$ cat config.mk
export PLATFORM = sky130hd
export DESIGN_NAME = rom_dl_writer
export DESIGN_NICKNAME = d
export VERILOG_FILES = /design/src/rtl/rom_dl_writer.sv
export SDC_FILE = /design/constraint.sdc
export NUM_CORES = 1
export LEC_CHECK = 0
export CORE_ASPECT_RATIO = 1.4
export CORE_MARGIN = 3
export CORE_UTILIZATION = 35
export CTS_CLUSTER_DIAMETER = 80
export DETAILED_ROUTE_END_ITERATION = 8
export PLACE_DENSITY = 0.56
export SETUP_SLACK_MARGIN = 0.3
export SLEW_MARGIN = 10
export SYNTH_ARGS = -nofsm -noshare
export SYNTH_HDL_FRONTEND = slang
export SYNTH_SLANG_ARGS = --single-unit
$ cat constraint.sdc
create_clock -name clk -period 3 [get_ports clk]
set_input_delay 0.75 -clock clk [delete_from_list [all_inputs] [get_ports clk]]
set_output_delay 0.75 -clock clk [all_outputs]
set_load 0.01 [all_outputs]
$ cat src/rtl/rom_dl_writer.sv
// rom_dl_writer
//   Bridges the HPS ROM-download byte stream onto the SDRAM port1 write channel.
//   Byte pairs are packed little-endian into 16-bit words. The words are
//   buffered in a small FIFO and then written to SDRAM using the toggle req/ack
//   handshake. ioctl_wait throttles the HPS. dl_done pulses once the last word
//   of a download has been acknowledged.
//
//   Optional: define ROM_DL_CHECKSUM_EN to add dl_sum, a 16-bit wrapping sum of
//   every word written. Masked bytes count as zero.
//
// Ports:
//   clk, init_n                 controller clock, async active-low reset
//   ioctl_download/wr/addr/dout HPS download stream (byte address, byte data)
//   ioctl_wait                  back-pressure to HPS
//   port1_req/ack               toggle handshake to SDRAM port1
//   port1_we/a/ds/d             write enable, word address, byte enables, data
//   dl_done                     one-cycle pulse when the download is committed
//   dl_sum                      (ROM_DL_CHECKSUM_EN only) word checksum
module rom_dl_writer #(
  parameter logic [22:0] BASE_WORD  = 23'h000000,
  parameter int          FIFO_DEPTH = 4
) (
  input  logic        clk,
  input  logic        init_n,
  input  logic        ioctl_download,
  input  logic        ioctl_wr,
  input  logic [23:0] ioctl_addr,
  input  logic [7:0]  ioctl_dout,
  output logic        ioctl_wait,
  output logic        port1_req,
  input  logic        port1_ack,
  output logic        port1_we,
  output logic [22:0] port1_a,
  output logic [1:0]  port1_ds,
  output logic [15:0] port1_d,
`ifdef ROM_DL_CHECKSUM_EN
  output logic [15:0] dl_sum,
`endif
  output logic        dl_done
);

  localparam int AW = $clog2(FIFO_DEPTH);
  localparam int CW = AW + 1;
  localparam logic [CW-1:0] FULL_CNT = CW'(FIFO_DEPTH);
  localparam logic [CW-1:0] HI_CNT   = CW'(FIFO_DEPTH - 1);

  typedef struct packed {
    logic [22:0] addr;
    logic [1:0]  ds;
    logic [15:0] d;
  } ent_t;

  typedef enum logic {S_IDLE, S_WAIT_ACK} state_t;

  ent_t          mem [FIFO_DEPTH];
  logic [AW-1:0] wr_ptr, rd_ptr;
  logic [CW-1:0] count, count_n;
  state_t        state;

  logic          dl_q, flush_pending, flush_n;
  logic          held, held_n;
  logic [22:0]   hold_addr, hold_addr_n;
  logic [7:0]    hold_d, hold_d_n;

  logic          push, push_ok, pop, done_cond, dl_fall, byte_ok;
  ent_t          push_ent, head;

  assign dl_fall = dl_q & ~ioctl_download;
  // Bytes of a new download are ignored until the previous one is committed.
  assign byte_ok = ioctl_wr & ioctl_download & ~flush_pending;
  assign head    = mem[rd_ptr];

  // Packer: at most one FIFO push per cycle.
  always_comb begin
    push        = 1'b0;
    push_ent    = '0;
    held_n      = held;
    hold_addr_n = hold_addr;
    hold_d_n    = hold_d;
    if (dl_fall) begin
      if (held) begin
        push     = 1'b1;
        push_ent = {hold_addr, 2'b01, 8'h00, hold_d};
        held_n   = 1'b0;
      end
    end else if (byte_ok) begin
      if (!ioctl_addr[0]) begin
        // A new low byte displaces any byte still waiting for its partner.
        if (held) begin
          push     = 1'b1;
          push_ent = {hold_addr, 2'b01, 8'h00, hold_d};
        end
        held_n      = 1'b1;
        hold_addr_n = ioctl_addr[23:1];
        hold_d_n    = ioctl_dout;
      end else if (held && (hold_addr == ioctl_addr[23:1])) begin
        push     = 1'b1;
        push_ent = {hold_addr, 2'b11, ioctl_dout, hold_d};
        held_n   = 1'b0;
      end else begin
        // A lone high byte goes out alone. Any unrelated held byte stays put.
        push     = 1'b1;
        push_ent = {ioctl_addr[23:1], 2'b10, ioctl_dout, 8'h00};
      end
    end
  end

  assign push_ok   = push && (count != FULL_CNT);
  assign pop       = (state == S_IDLE) && (count != '0);
  assign done_cond = flush_pending && (count == '0) && (state == S_IDLE) &&
                     (port1_ack == port1_req) && !dl_fall;
  assign count_n   = count + CW'(push_ok) - CW'(pop);
  assign flush_n   = dl_fall ? 1'b1 : (done_cond ? 1'b0 : flush_pending);

  always_ff @(posedge clk) begin
    if (push_ok) mem[wr_ptr] <= push_ent;
  end

  always_ff @(posedge clk or negedge init_n) begin
    if (!init_n) begin
      dl_q          <= 1'b0;
      flush_pending <= 1'b0;
      held          <= 1'b0;
      hold_addr     <= '0;
      hold_d        <= '0;
      wr_ptr        <= '0;
      rd_ptr        <= '0;
      count         <= '0;
      ioctl_wait    <= 1'b0;
      dl_done       <= 1'b0;
      state         <= S_IDLE;
      port1_req     <= 1'b0;
      port1_we      <= 1'b0;
      port1_a       <= '0;
      port1_ds      <= '0;
      port1_d       <= '0;
    end else begin
      dl_q          <= ioctl_download;
      flush_pending <= flush_n;
      held          <= held_n;
      hold_addr     <= hold_addr_n;
      hold_d        <= hold_d_n;
      count         <= count_n;
      // One slot of slack is kept, so a displaced held byte can still be pushed.
      ioctl_wait    <= (count_n >= HI_CNT) || flush_n;
      dl_done       <= done_cond;
      if (push_ok) wr_ptr <= wr_ptr + AW'(1);
      if (pop)     rd_ptr <= rd_ptr + AW'(1);

      case (state)
        S_IDLE: begin
          if (pop) begin
            port1_a   <= BASE_WORD + head.addr;
            port1_ds  <= head.ds;
            port1_d   <= head.d;
            port1_we  <= 1'b1;
            port1_req <= ~port1_req;
            state     <= S_WAIT_ACK;
          end else if (done_cond) begin
            port1_we  <= 1'b0;
          end
        end
        S_WAIT_ACK: begin
          if (port1_ack == port1_req) state <= S_IDLE;
        end
        default: state <= S_IDLE;
      endcase
    end
  end

`ifdef ROM_DL_CHECKSUM_EN
  always_ff @(posedge clk or negedge init_n) begin
    if (!init_n)
      dl_sum <= '0;
    else if (ioctl_download && !dl_q)
      dl_sum <= '0;
    else if (pop)
      dl_sum <= dl_sum + (head.d & {{8{head.ds[1]}}, {8{head.ds[0]}}});
  end
`endif

endmodule

# ---- Word level (Yosys, flattened, before mapping)
# Memory sizes are Yosys's and may differ from the RTL's. A register that Yosys moved wholly into a read port is not among the register bits.
# Index checks and enable logic that the tools add are counted.
dict set report classes {
  mux 22
  eq_ne 4
  n_reduce_logical 18
  order_cmp 1
  n_bitwise 9
  addsub 4
}
# operator count
set ops {}
lappend ops {{$mux 41} 5}
lappend ops {{$eq 23x23->1} 1}
lappend ops {{$mux 1} 16}
lappend ops {{$logic_and 1x1->1} 7}
lappend ops {{$not 1->1} 6}
lappend ops {{$reduce_and 2->1} 3}
lappend ops {{$add 2x1->2 const B} 2}
lappend ops {{$reduce_bool 2->1} 2}
lappend ops {{$add 3x1->3} 1}
lappend ops {{$and 1x1->1} 3}
lappend ops {{$ge 3x2->1 const B} 1}
lappend ops {{$logic_not 3->1} 1}
lappend ops {{$ne 3x1->1 const B} 1}
lappend ops {{$ne 3x3->1 const B} 1}
lappend ops {{$reduce_and 3->1} 1}
lappend ops {{$reduce_bool 3->1} 1}
lappend ops {{$sub 3x1->3} 1}
lappend ops {{$logic_not 1->1} 2}
lappend ops {{$pmux 1 s2} 1}
lappend ops {{$eq 1x1->1} 1}
lappend ops {{$logic_or 1x1->1} 1}
dict set report word_totals {
  mem_count 1
  regBits 46
  inputBits 37
  ram_bits 164
}
# memory words word_bits read_ports rd_ports_with_merged_regs write_ports line
set mem_list {}
lappend mem_list {mem 4 41 1 1 1 55} ;# ent_t mem [FIFO_DEPTH];

# ---- Logic depth before layout (Yosys ltp)
dict set report depth {
  word_depth 9
  ltp_mapped 13
}

# ---- Least setup slack after synthesis
# OpenSTA, ideal clock, no wires.
dict set report synth_path {
  kind {input-to-reg}
  startpoint {input ioctl_wr}
  endpoint {register ioctl_wait}
  setup_slack_ns -0.158
  stages 13
  path_buffers 0
  arrival_ns 3.034
  setup_ns 0.124
  path_cell_list {nand2_1 -> nor2_1 -> o21ai_1 -> a22oi_2 -> inv_1 -> ha_1 -> inv_1 -> ha_1 -> inv_1 -> fa_1 -> xnor2_1 -> xnor2_1 -> a211o_1}
}
dict set report synth_between {
  elab_chain_cells 9
}
# element line
set synth_rtl {}
lappend synth_rtl {{start: declaration} 26} ;# input logic ioctl_wr,
lappend synth_rtl {{$and 1x1->1 (2 in series)} 70} ;# assign byte_ok = ioctl_wr & ioctl_download & ~flush_pending;
lappend synth_rtl {{$mux 1} 86} ;# end else if (byte_ok) begin
lappend synth_rtl {{$mux 1} 80} ;# if (dl_fall) begin
lappend synth_rtl {{$logic_and 1x1->1} 108} ;# assign push_ok = push && (count != FULL_CNT);
lappend synth_rtl {{$add 3x1->3} 112} ;# assign count_n = count + CW'(push_ok) - CW'(pop);
lappend synth_rtl {{$sub 3x1->3} 112}
lappend synth_rtl {{net count_n[2]} 57} ;# logic [CW-1:0] count, count_n;
lappend synth_rtl {{$ge 3x2->1} 145} ;# ioctl_wait <= (count_n >= HI_CNT) || flush_n;
lappend synth_rtl {{$logic_or 1x1->1} 145}
lappend synth_rtl {{end signal: assignment} 145}
lappend synth_rtl {{end: declaration} 29} ;# output logic ioctl_wait,
# The timed path passes the listed nets, and every way through them passes these cells.
# A chain may end at the register's enable or synchronous reset.

==> summary.md <==
| Metric | Value |
|---|---|
| Run status | finished, final reports clean |
| TritonCTS clock tree | built |
| WHS | 382 ps |
| Ordered list of cells on the worst path | clkdlybuf4s50_1 -> xor2_1 -> nor4_2 -> buf_4 -> nand4_1 -> buf_4 -> o31ai_4 -> buf_12 -> a22o_1 |
| Cell type with the largest total area after synthesis | sky130_fd_sc_hd__edfxtp_1 |
| VDD IR max | 376 uV |
| Horizontal die dimension | 148 um |
| Estimated wirelength of the detail-placed design | 13.3 mm |
| Wire length of the first global-routing pass | 32.3 mm |
| Clock tree buffer depth | 3 |
| Max-slew violation count | 0 |
| Worst Setup Start Kind | primary input |
| Sequential fraction of the synthesis area | 71.4% |
| Total power after layout | 11.1 mW |
| Unrepaired setup endpoints after global routing | no |
| Length in cells of the worst reg-to-reg path | 10 |
| Clock transition at path regs | 70 ps |
| Remaining number of nets flagged by the antenna check after routing | 0 |
| Nature of the critical path endpoint | flip-flop |
| Total power per unit cell area | 892 nW/um2 |
| Max transition margin | 39.7% |
| Start of the worst register-to-register path | count[1] |
| Maximum cell stage delay along the critical path | 440 ps |
| Capture point of the worst reg-to-reg path | ioctl_wait |
| Number of nets in the final layout | 684 |
| Number of antenna repair diodes | 0 |
| Number of synthesized flops with an enable pin | 164 |
| Standard cell with the maximum stage delay on the critical path | sky130_fd_sc_hd__clkdlybuf4s50_1 |
| Leakage power | 4.59 nW |
| Final critical path time including I/O delays and setup | 2590 ps |
| Number of buffers added on ports | 81 |
| Post-synthesis async set-or-reset flop share | 34.7% |
| Routed WL | 20.7 mm |
| Number of vias in the routed layout | 4,976 |
| Initial antenna violation count | 0 |
| Gp weighted congestion | 0.760 |
| Starting Density | 35.7% |
| Die height | 205 um |
| Core Footprint | 27,800 um2 |
| Num ports | 82 |
| Count of mapped cells out of synthesis | 508 |
| Fraction of layout cells with a size suffix above 1 | 30.6% |
| Fin Clk Skew | 22.3 ps |
| CTS sink count | 251 |
| Setup slack on the worst flop-to-flop path | 470 ps |
| Number of fillers in the final layout | 2,393 |
| Worst hold path class | primary input to asynchronous set/reset pin |
| Number of distinct standard cells referenced by the synthesized netlist | 39 |
| Root Driver | sky130_fd_sc_hd__clkbuf_16 |
| Synth Register Bits | 251 |
| Later-pin clock latency in the skew report | 520 ps |
| Length of the first detailed-routing pass in iterations | 4 |
| Grt ovf | 0 |
| Register Area | 7100 um2 |
| Mapped cell area | 9950 um2 |
| Final setup violation count | 0 |
| Post-detailed-route DRC marker count | 0 |
| GRT Overall Usage | 13.8% |
| Via count of the first global-routing pass | 5,600 |
| Avg Synthesized Cell Area | 19.6 um2 |
| Transition time at the pin with the least slew margin | 905 ps |
| Top achievable clock speed | 387 MHz |
| Final worst-path cycle share | 86.2% |
| Ranking of synthesized cells by area | sky130_fd_sc_hd__edfxtp_1 (50%), sky130_fd_sc_hd__dfrtp_1 (22%), sky130_fd_sc_hd__mux4_2 (9.3%) |
| Deepest level of the CTS H-tree | 1 |
| Critical path data arrival time | 2920 ps |
| Layout-stage area growth over the synthesis result | 25.2% |
| Count of placed standard cells including taps | 982 |
| Total number of yosys warnings | 0 |
| Largest net degree at the start of global routing | 62 |
| Die area | 30,500 um2 |
| Number of CTS-inserted buffers | 25 |
| Required time worst endpoint | 3340 ps |
| Classification of the worst setup path | primary input to flip-flop |
| Number of failing hold endpoints at the final stage | 0 |
| Wirelength per Cell | 20.2 um |
| Post-synth top area share | 49.5% |
| Critical-path maximum fanout | 21 |
| Number of core rows | 72 |
| Most Frequent Cell on Critical Path | sky130_fd_sc_hd__buf_4 |
| Max-capacitance violation count | 0 |
| Vias per cell | 4.85 |
| Area of the multi-input gates | 2750 um2 |
| Prevailing post-synth register cell | sky130_fd_sc_hd__edfxtp_1 |
| Filler-free cell count of the finished design | 1,027 |
| Synthesized net count | 552 |
| Iteration-0 DRC count of the detailed router | 283 |
-- metal layers --
| metal | track usage [%] | vias to the layer above | wire length, um |
|---|---|---|---|
| met2 | 25.9 | 97 | 11400 |
| met1 | 16.4 | 2602 | 8140 |
| met3 | 1.92 | 29 | 697 |
| li1 | - | 2248 | - |
| met4 | 4.09 | 0 | 442 |
| met5 | 0 | - | 0 |
-- registers in the layout, indices dropped and copies added, names as in the netlist --
name           cells
mem              164
hold_addr         23
port1_a           23
port1_d           16
hold_d             8
count              3
port1_ds           2
rd_ptr             2
wr_ptr             2
dl_done            1
dl_q               1
flush_pending      1
held               1
ioctl_wait         1
port1_req          1
port1_we           1
state              1
-- per-stage QoR --
step / setup WS (ps) / setup TNS, ps / utilization [%] / cell area [um2]
CTS: 322 / 0 / 44.6 / 12400
detailed placement: -401 / -20350 / 41.7 / 11600
global placement: -317 / -27220 / 41.7 / 11600
global route: 306 / 0 / 44.7 / 12500
finish: 414 / 0 / 44.7 / 12500
floorplan: 127 / 0 / - / 9990
-- worst max-delay path by stage --
| stage | endpoint | from |
|---|---|---|
| floorplan | ioctl_wait | ioctl_wr |
| global placement | ioctl_wait | ioctl_download |
| detailed placement | ioctl_wait | ioctl_download |
| CTS | mem[3][32] | ioctl_addr[21] |
| global route | mem[1][28] | ioctl_addr[6] |
| finish | mem[1][39] | ioctl_addr[6] |
-- cells in the final DEF (no fill, tap or decap), drive strengths merged, types with 6 or more instances in the layout --
cell type,count
clkdlybuf4s50,77
mux2,73
and2,12
edfxtp,164
clkbuf,32
a22o,23
clkinv,7
buf,48
and3,8
ha,6
xnor2,8
xor2,22
dfrtp,87
inv,9
mux4,41
-- power breakdown --
| group | total, mW | switching (mW) | internal [mW] |
|---|---|---|---|
| Combinational | 3.25 | 1.37 | 1.89 |
| Clock | 3.08 | 1.26 | 1.82 |
| Sequential | 4.78 | 0.455 | 4.33 |
-- kinds of logic (layout without fill, tap and decap cells) --
group / after synthesis / in the layout / share of synthesized area [%]
muxes: 115 / 115 / 17.6
buffers and inverters: 32 / 181 / 1.71
AOI/OAI and AO/OA: 33 / 33 / 2.92
xor gates and xnor gates: 30 / 30 / 2.64
DFF: 251 / 251 / 71.4
adders and majority gates: 7 / 7 / 0.956
and+or+nand+nor: 40 / 40 / 2.74
-- final cells by class --
class                           instances  area share, %
Clock buffer                           31           5.28
Clock inverter                         13           1.22
Inverter                                9          0.271
Multi-Input combinational cell        225           22.0
Sequential cell                       251           57.0
Tap cell                              370           3.72
Timing Repair Buffer                  128           10.4
-- worst max-delay path, delay by kind of cell --
| family | cells | cell delay [ps] |
|---|---|---|
| AO/OA/AOI/OAI | 2 | 530 |
| AND/OR/NAND/NOR | 2 | 450 |
| XOR/XNOR | 1 | 170 |
| buffers and inverters | 4 | 1000 |
-- synth_stat cells, types with 2 or more instances --
cell and count:
sky130_fd_sc_hd__a22o_1 23, sky130_fd_sc_hd__and2_1 12, sky130_fd_sc_hd__and3_1 8, sky130_fd_sc_hd__buf_2 10, sky130_fd_sc_hd__buf_6 5, sky130_fd_sc_hd__clkbuf_1 8
sky130_fd_sc_hd__dfrtp_1 87, sky130_fd_sc_hd__edfxtp_1 164, sky130_fd_sc_hd__ha_1 6, sky130_fd_sc_hd__inv_1 8, sky130_fd_sc_hd__mux2_1 23, sky130_fd_sc_hd__mux2_2 50
sky130_fd_sc_hd__mux4_2 41, sky130_fd_sc_hd__nand2_1 2, sky130_fd_sc_hd__nor2_1 5, sky130_fd_sc_hd__nor4_2 3, sky130_fd_sc_hd__o21ai_1 3, sky130_fd_sc_hd__xnor2_1 8
sky130_fd_sc_hd__xor2_1 22
-- repair_timing --
action,CTS,global route
resized for setup,3,8
hold buffers,0,0
pin swaps,2,6
setup endpoints to repair,1,124
buffers inserted,0,1
(Power assumes the default switching activity.)
